**src/rtl/fifo_lookahead_adapter.sv**
```systemverilog
// fifo_lookahead_adapter
// Turns a conventional FIFO (data valid one cycle after the read strobe) into
// a first-word-fall-through interface. A small circular prefetch buffer holds
// words read ahead from upstream. The head word is always presented on dout.
//
// Optional feature: define FIFO_LOOKAHEAD_ADAPTER_ERR_EN to add a sticky err
// output. err is set by any rd issued while the lookahead side is empty.

module fifo_lookahead_adapter #(
    parameter int DATA_WIDTH  = 32,
    parameter int DEPTH       = 4,
    parameter int LEVEL_WIDTH = $clog2(DEPTH + 1)
) (
    input  logic                   clk,
    input  logic                   rst,
    input  logic                   _empty,
    output logic                   _rd,
    input  logic [DATA_WIDTH-1:0]  _dout,
    output logic                   empty,
    input  logic                   rd,
    output logic [DATA_WIDTH-1:0]  dout,
    output logic [LEVEL_WIDTH-1:0] level
`ifdef FIFO_LOOKAHEAD_ADAPTER_ERR_EN
    ,
    output logic                   err
`endif
);

    localparam int PTR_WIDTH = $clog2(DEPTH);
    // One extra bit so the occupancy projection can reach DEPTH without wrapping.
    localparam int SUM_WIDTH = LEVEL_WIDTH + 1;

    logic [DATA_WIDTH-1:0]  mem_r [DEPTH];
    logic [PTR_WIDTH-1:0]   rd_ptr_r;
    logic [PTR_WIDTH-1:0]   wr_ptr_r;
    logic [LEVEL_WIDTH-1:0] level_r;
    logic                   inflight_r;

    logic                   empty_s;
    logic                   pop_s;
    logic                   up_rd_s;
    logic                   up_acc_s;
    logic [SUM_WIDTH-1:0]   projected_s;

    // Occupancy projection and upstream read decision.
    // projected_s is the level after this edge: it counts the word already in
    // flight, because that word is guaranteed to land. A pop is only accepted
    // when level_r is non-zero, so the subtraction cannot underflow.
    always_comb begin
        empty_s     = (level_r == {LEVEL_WIDTH{1'b0}});
        pop_s       = rd && !empty_s;
        projected_s = SUM_WIDTH'(level_r) + SUM_WIDTH'(inflight_r) - SUM_WIDTH'(pop_s);
        up_rd_s     = 1'b0;
        if (rst) begin
            up_rd_s = 1'b0;
        end else if (!_empty && (projected_s < SUM_WIDTH'(DEPTH))) begin
            up_rd_s = 1'b1;
        end else begin
            up_rd_s = 1'b0;
        end
        up_acc_s = up_rd_s && !_empty;
    end

    // Pointer, level and in-flight tracking.
    // A simultaneous write and pop leave the level unchanged and move both pointers.
    always_ff @(posedge clk) begin
        if (rst) begin
            rd_ptr_r   <= {PTR_WIDTH{1'b0}};
            wr_ptr_r   <= {PTR_WIDTH{1'b0}};
            level_r    <= {LEVEL_WIDTH{1'b0}};
            inflight_r <= 1'b0;
        end else begin
            inflight_r <= up_acc_s;
            level_r    <= projected_s[LEVEL_WIDTH-1:0];
            if (inflight_r) begin
                wr_ptr_r <= wr_ptr_r + PTR_WIDTH'(1'b1);
            end
            if (pop_s) begin
                rd_ptr_r <= rd_ptr_r + PTR_WIDTH'(1'b1);
            end
        end
    end

    // Capture the upstream word one cycle after its read was accepted.
    // The RAM has no reset. Gating with rst drops a word that is still in
    // flight when reset arrives.
    always_ff @(posedge clk) begin
        if (inflight_r && !rst) begin
            mem_r[wr_ptr_r] <= _dout;
        end
    end

`ifdef FIFO_LOOKAHEAD_ADAPTER_ERR_EN
    logic err_r;

    // Sticky underflow flag. Only reset clears it.
    always_ff @(posedge clk) begin
        if (rst) begin
            err_r <= 1'b0;
        end else if (rd && empty_s) begin
            err_r <= 1'b1;
        end
    end

    assign err = err_r;
`endif

    assign _rd   = up_rd_s;
    assign empty = empty_s;
    assign dout  = mem_r[rd_ptr_r];
    assign level = level_r;

endmodule
```
**config.mk**
```make
export PLATFORM = sky130hd
export DESIGN_NAME = fifo_lookahead_adapter
export DESIGN_NICKNAME = d
export VERILOG_FILES = /design/src/rtl/fifo_lookahead_adapter.sv
export SDC_FILE = /design/constraint.sdc
export NUM_CORES = 1
export LEC_CHECK = 0
export CAP_MARGIN = 40
export CORE_ASPECT_RATIO = 1.1
export CORE_MARGIN = 2
export CORE_UTILIZATION = 49
export DETAILED_ROUTE_END_ITERATION = 10
export PLACE_DENSITY_LB_ADDON = 0.12
export SLEW_MARGIN = 20
export SYNTH_ARGS = -nofsm -noshare
export SYNTH_HDL_FRONTEND = slang
export SYNTH_SLANG_ARGS = --single-unit
```
**constraint.sdc**
```tcl
create_clock -name clk -period 4.6 [get_ports clk]
set_clock_uncertainty 0.15 [all_clocks]
set_input_delay 0.69 -clock clk [delete_from_list [all_inputs] [get_ports clk]]
set_output_delay 0.69 -clock clk [all_outputs]
set_load 0.02 [all_outputs]
```
==> flow_summary.json, run 1 <==
{
  "worstMarginPinSlew_ps": 585,
  "avgViaCountPerCell": 5.18,
  "hold_start": "rd_ptr_r[1]",
  "grt_pass1_wl_mm": 13.3,
  "worstReg2RegStart": "level[1]",
  "synthDistinctLibCells": 25,
  "async_reset_ff_frac": 0,
  "finalPower_mw": 3.88,
  "cp-end-kind": "primary output",
  "tns_ps": 0,
  "synth_area_leaders": "edfxtp_1 (74%), mux4_2 (13%), dfxtp_1 (3.9%), ha_1 (1.9%), buf_12 (1.2%)",
  "clk_pin_slew_ps": 60,
  "first_global_vias": 2579,
  "cts_root_buf": "clkbuf_16",
  "rsz0062_at_grt": "no",
  "layout-drive-gt1-share": 0.228,
  "synth_top_area_frac": 0.742,
  "cp_num_cells": 12,
  "post_cts_buffers": 0,
  "slew_violations": 0,
  "antenna_cells": 0,
  "cp.required_ps": 3760,
  "whs_path_depth": 2,
  "cts-hold-fix-buffers": 0,
  "worstPathCellList": "clkdlybuf4s50_1 -> o31ai_1 -> inv_1 -> ha_1 -> inv_1 -> ha_1 -> inv_1 -> fa_1 -> xor2_1 -> nand2_1 -> nor3_1 -> clkdlybuf4s50_1",
  "io_buffers": 72,
  "arrival_ps": 3240,
  "synth_ff_type": "edfxtp_1",
  "yosysTopAreaCell": "edfxtp_1",
  "nets": 361,
  "ys_top_cells_by_count": "edfxtp_1 (128), mux4_2 (30), dfxtp_1 (10), inv_1 (9)",
  "min_period_over_period": 0.886,
  "dr.first_iter.drc_count": 112,
  "clock_path_buffers": 2,
  "floorplan.rows": 39,
  "worst_hold_slack_ps": 340,
  "antenna_found_initial": 0,
  "synth_area_um2": 5180,
  "crit_path_frequent_cell": "inv_1",
  "fp.dieH_um": 112,
  "hpwl_mm": 5.37,
  "dr.pass1.iters": 4,
  "yosysWarnings": 0,
  "slowest_stage": "clkdlybuf4s50_1",
  "setup_viol": 0,
  "routed_wl_mm": 8.44,
  "synth_enable_flop_cells": 128,
  "dr_total_vias": 2444,
  "cts_made_buffers": 17,
  "grt_overflow": 0,
  "synth_area_per_cell_um2": 22.9,
  "layout_min_cycle_time_ps": 4080,
  "io_pins": 73,
  "maxSlewHeadroom": 0.610,
  "grt_max_degree": 26,
  "power_density_nw_per_um2": 570,
  "drv_cap": 0,
  "h-tree-depth": 4,
  "ir_worst_vdd_mv": 0.412,
  "cts_tree": "built",
  "insertion_delay_ps": 410,
  "hold_viol": 0,
  "slowest_delay_ps": 620,
  "crit_family": "buffers and inverters",
  "crit_start": "rd",
  "syn_to_final_growth_pct": 31.2,
  "leakage_nw": 2.23,
  "critPathKind": "in2out",
  "ys_ff_latch": 138,
  "initial_utilization": 0.501,
  "seq_area_frac_synth": 0.780,
  "r2r_cells": 10,
  "crit_fanout": 2,
  "die-area_um2": 11400,
  "post-synth-top-count-cell": "edfxtp_1",
  "hp-class": "reg2reg",
  "fmax_mhz": 245,
  "synth_nets": 271,
  "clock-sinks": 138,
  "grt_util_all_layers": 0.163,
  "drc_errors": 0,
  "nFillCells": 723,
  "status": "finished clean",
  "synth_cells": 226,
  "routabilityCongestion": 0.677,
  "core-area_um2": 10300,
  "ctsResizeCount": 0,
  "path_buf_inv": 5,
  "start_kind": "input port",
  "drt-wirelength-per-cell_um": 17.9,
  "die_width_um": 102,
  "detail-route-antenna-nets": 0
}
## flip-flops by register name (all words and copies together), names as in the netlist, named ones only
signal      cells
level           3
mem_r         128
rd_ptr_r        2
inflight_r      1
wr_ptr_r        2
## worst min-delay path, stage by stage, from the launching register on
cell	delay, ps
dfxtp_1	310
o21ai_0	60
a21oi_1	70
## per-layer routing
layer  up-vias  GRT usage  part of all wire
li1       1105          -                 -
met1      1248      0.199              0.42
met2        76      0.262              0.50
met3        15     0.0634             0.061
met4         0     0.0640             0.018
met5         -          0                 0
## kinds of logic after synthesis
| group | synth area share |
|---|---|
| DFF | 0.780 |
| muxes | 0.142 |
| and+or+nand+nor | 0.0196 |
| buffers and inverters | 0.0239 |
| adders and majority gates | 0.0232 |
| AOI/OAI and AO/OA | 0.00531 |
| xor gates and xnor gates | 0.00507 |
## through the flow
step,setup slack [ps],utilization,cell area (µm²),cells
5_1_grt,328,0.657,6800,472
3_5_place_dp,522,0.594,6140,440
6_report,523,0.657,6800,472
2_1_floorplan,1340,-,5180,226
3_3_place_gp,543,0.581,6010,435
4_1_cts,517,0.657,6800,472
## path summary, 6_finish.rpt
path,slack (ps),endpoint
worst min-delay path,340,flip-flop
worst max-delay path,520,_rd
worst min register to register,340,flip-flop
worst max register to register,2250,inflight_r
## report_power, final
| part | switching, mW | internal (mW) | total, mW |
|---|---|---|---|
| clock network | 0.488 | 0.979 | 1.47 |
| logic | 0.410 | 0.477 | 0.887 |
| registers | 0.0712 | 1.45 | 1.52 |
## layout by cell type (no fill, tap or decap)
cell type,n
xnor2_1,1
mux4_2,30
edfxtp_1,128
or3_1,1
clkinvlp_4,3
ha_1,8
mux4_1,2
and2_2,4
nand3_1,1
fa_1,1
buf_16,4
xor2_1,2
a21oi_1,3
nand2_1,2
nor2_1,8
and3_1,1
buf_12,1
clkbuf_8,5
mux2i_1,1
clkbuf_16,17
nor2b_1,1
clkinv_2,2
inv_6,1
dfxtp_1,8
buf_4,2
dfxtp_2,2
bufinv_16,4
o21ai_0,1
o31ai_1,1
nor3_1,3
inv_1,9
clkdlybuf4s50_1,72
## final cells by class
cell class | count | area (µm²) | share of cell area
Timing Repair Buffer | 79 | 866 | 0.127
Clock buffer | 22 | 494 | 0.0727
Multi-Input combinational cell | 71 | 1020 | 0.150
Inverter | 9 | 33.8 | 0.00497
Tap cell | 143 | 179 | 0.0263
Sequential cell | 138 | 4050 | 0.595
Clock inverter | 10 | 161 | 0.0237
Note: power is estimated with default switching activity, not from simulation.
==> run 2: changes to the inputs <==
==> constraint.sdc (replaced) <==
create_clock -name clk -period 4.6 [get_ports clk]
set_clock_uncertainty 0.15 [all_clocks]
set_input_delay 0.92 -clock clk [delete_from_list [all_inputs] [get_ports clk]]
set_output_delay 0.92 -clock clk [all_outputs]
set_load 0.02 [all_outputs]
==> run 2 against run 1 <==
Global-route usage decreased by 0.12 points. Combinational power about the same. Utilization decreased by 0.29 points. Fmax decreased by 1.2%. Critical endpoint unchanged.
==> flow_summary.json, run 2 (same netlist as run 1, synthesis figures left out) <==
{
  "status": "finished clean",
  "dr.first_iter.drc_count": 102,
  "nets": 360,
  "syn_to_final_growth_pct": 30.6,
  "clock-sinks": 138,
  "die-area_um2": 11400,
  "arrival_ps": 3060,
  "cp-end-kind": "primary output",
  "multi_input_area_um2": 1020,
  "fin_util": 0.654,
  "cp_num_cells": 12,
  "final.setup.worst_slack_ps": 474,
  "ir_worst_vdd_mv": 0.457,
  "antenna_found_initial": 0,
  "layout_commonest_cell": "edfxtp_1",
  "worstMarginPinSlew_ps": 563,
  "crit_path_frequent_cell": "inv_1",
  "slew_violations": 0,
  "hpwl_mm": 5.16,
  "cts_made_buffers": 17,
  "slowest_stage": "clkdlybuf4s50_1",
  "initial_utilization": 0.501,
  "grt_util_all_layers": 0.162,
  "io_buffers": 72,
  "crit_fanout": 2,
  "grt_overflow": 0,
  "finalPower_mw": 3.79,
  "drc_errors": 0,
  "fmax_mhz": 242,
  "largest_reg_flops": 128,
  "whs_path_depth": 2,
  "crit_family": "buffers and inverters",
  "power_density_nw_per_um2": 560,
  "h-tree-depth": 4,
  "cts_root_buf": "clkbuf_16",
  "drv_cap": 0,
  "min_period_over_period": 0.897,
  "io_pins": 73,
  "fp.dieH_um": 112,
  "register_area_um2": 4050,
  "r2r_cells": 10,
  "detail-route-antenna-nets": 0,
  "final_cell_mix": "edfxtp_1 (128), clkdlybuf4s50_1 (71), mux4_2 (30)",
  "pre_cts_ws_ps": 57.7,
  "path_buf_inv": 5,
  "tns_ps": 0,
  "grt_max_degree": 26,
  "routed_wl_mm": 8.39,
  "cts_tree": "built",
  "first_global_vias": 2574,
  "clk_pin_slew_ps": 50,
  "ff2ff_setup_slack_ps": 2260,
  "insertion_delay_ps": 400,
  "layout_min_cycle_time_ps": 4130,
  "start_kind": "input port",
  "dr_total_vias": 2388,
  "core-area_um2": 10300,
  "antenna_cells": 0,
  "setup_viol": 0,
  "layout-drive-gt1-share": 0.216,
  "critPathKind": "in2out",
  "placed_cell_area_um2": 6150,
  "worstPathCellList": "clkdlybuf4s50_1 -> o31ai_1 -> inv_1 -> ha_1 -> inv_1 -> ha_1 -> inv_1 -> fa_1 -> xor2_1 -> nand2_1 -> nor3_1 -> dlymetal6s2s_1",
  "leakage_nw": 2.23,
  "cp.required_ps": 3530,
  "hold_viol": 0,
  "final_area_um2": 6770,
  "die_width_um": 102,
  "regMostFlops": "mem_r",
  "slowest_delay_ps": 420,
  "nFillCells": 717,
  "hp-class": "reg2reg",
  "avgViaCountPerCell": 5.07,
  "drt-wirelength-per-cell_um": 17.8,
  "routabilityCongestion": 0.665,
  "clock_path_buffers": 2,
  "floorplan.rows": 39,
  "dr.pass1.iters": 4,
  "maxSlewHeadroom": 0.625,
  "rsz0062_at_grt": "no",
  "grt_pass1_wl_mm": 13.2
}
## run 2: area by class of cell
cell class,instances,area share
inverters,9,0.00499
clock buffers,25,0.0747
multi-input cells,71,0.150
repair buffers,78,0.129
flip-flops and latches,138,0.598
well taps,143,0.0264
clock inverters,7,0.0166
## run 2: path summary, 6_finish.rpt
| check | endpoint | start |
|---|---|---|
| setup / recovery | _rd | rd |
| hold / removal | flip-flop | rd_ptr_r[1] |
| setup reg to reg | inflight_r | level[1] |
| hold reg to reg | flip-flop | rd_ptr_r[1] |
## run 2: timing repair
action                                  4_1_cts  5_1_grt
gates resized for setup                       0        1
buffers inserted                              0        0
hold buffers                                  0        0
endpoints found under the setup margin        0        1
hold endpoints to repair                      0        0
## run 2: through the flow
stage	hold WS, ps	cells
global route	392	471
detailed placement	326	439
global placement	312	434
finish	342	471
floorplan	309	226
CTS	345	471
## run 2: worst reg2reg max path: cells and delay by family, from the launching register on
| family | cells | cell delay, ps |
|---|---|---|
| adders and majority gates | 3 | 790 |
| DFF | 1 | 370 |
| AOI/OAI and AO/OA | 1 | 320 |
| and+or+nand+nor | 2 | 250 |
| buffers and inverters | 3 | 190 |
| xor gates and xnor gates | 1 | 180 |
## run 2: per-layer routing
metal / global-route usage / wire length [µm] / vias up
met5: 0 / 0 / -
met4: 0.0667 / 117 / 0
met3: 0.0559 / 393 / 10
met2: 0.264 / 4410 / 59
met1: 0.197 / 3470 / 1214
li1: - / - / 1105
## run 2: report_power, final
part / leakage (nW) / internal, mW / switching [mW] / total [mW]
Clock: 0.303 / 0.922 / 0.466 / 1.39
Sequential: 1.23 / 1.45 / 0.0682 / 1.52
Combinational: 0.692 / 0.478 / 0.407 / 0.885
Total: 2.23 / 2.85 / 0.941 / 3.79
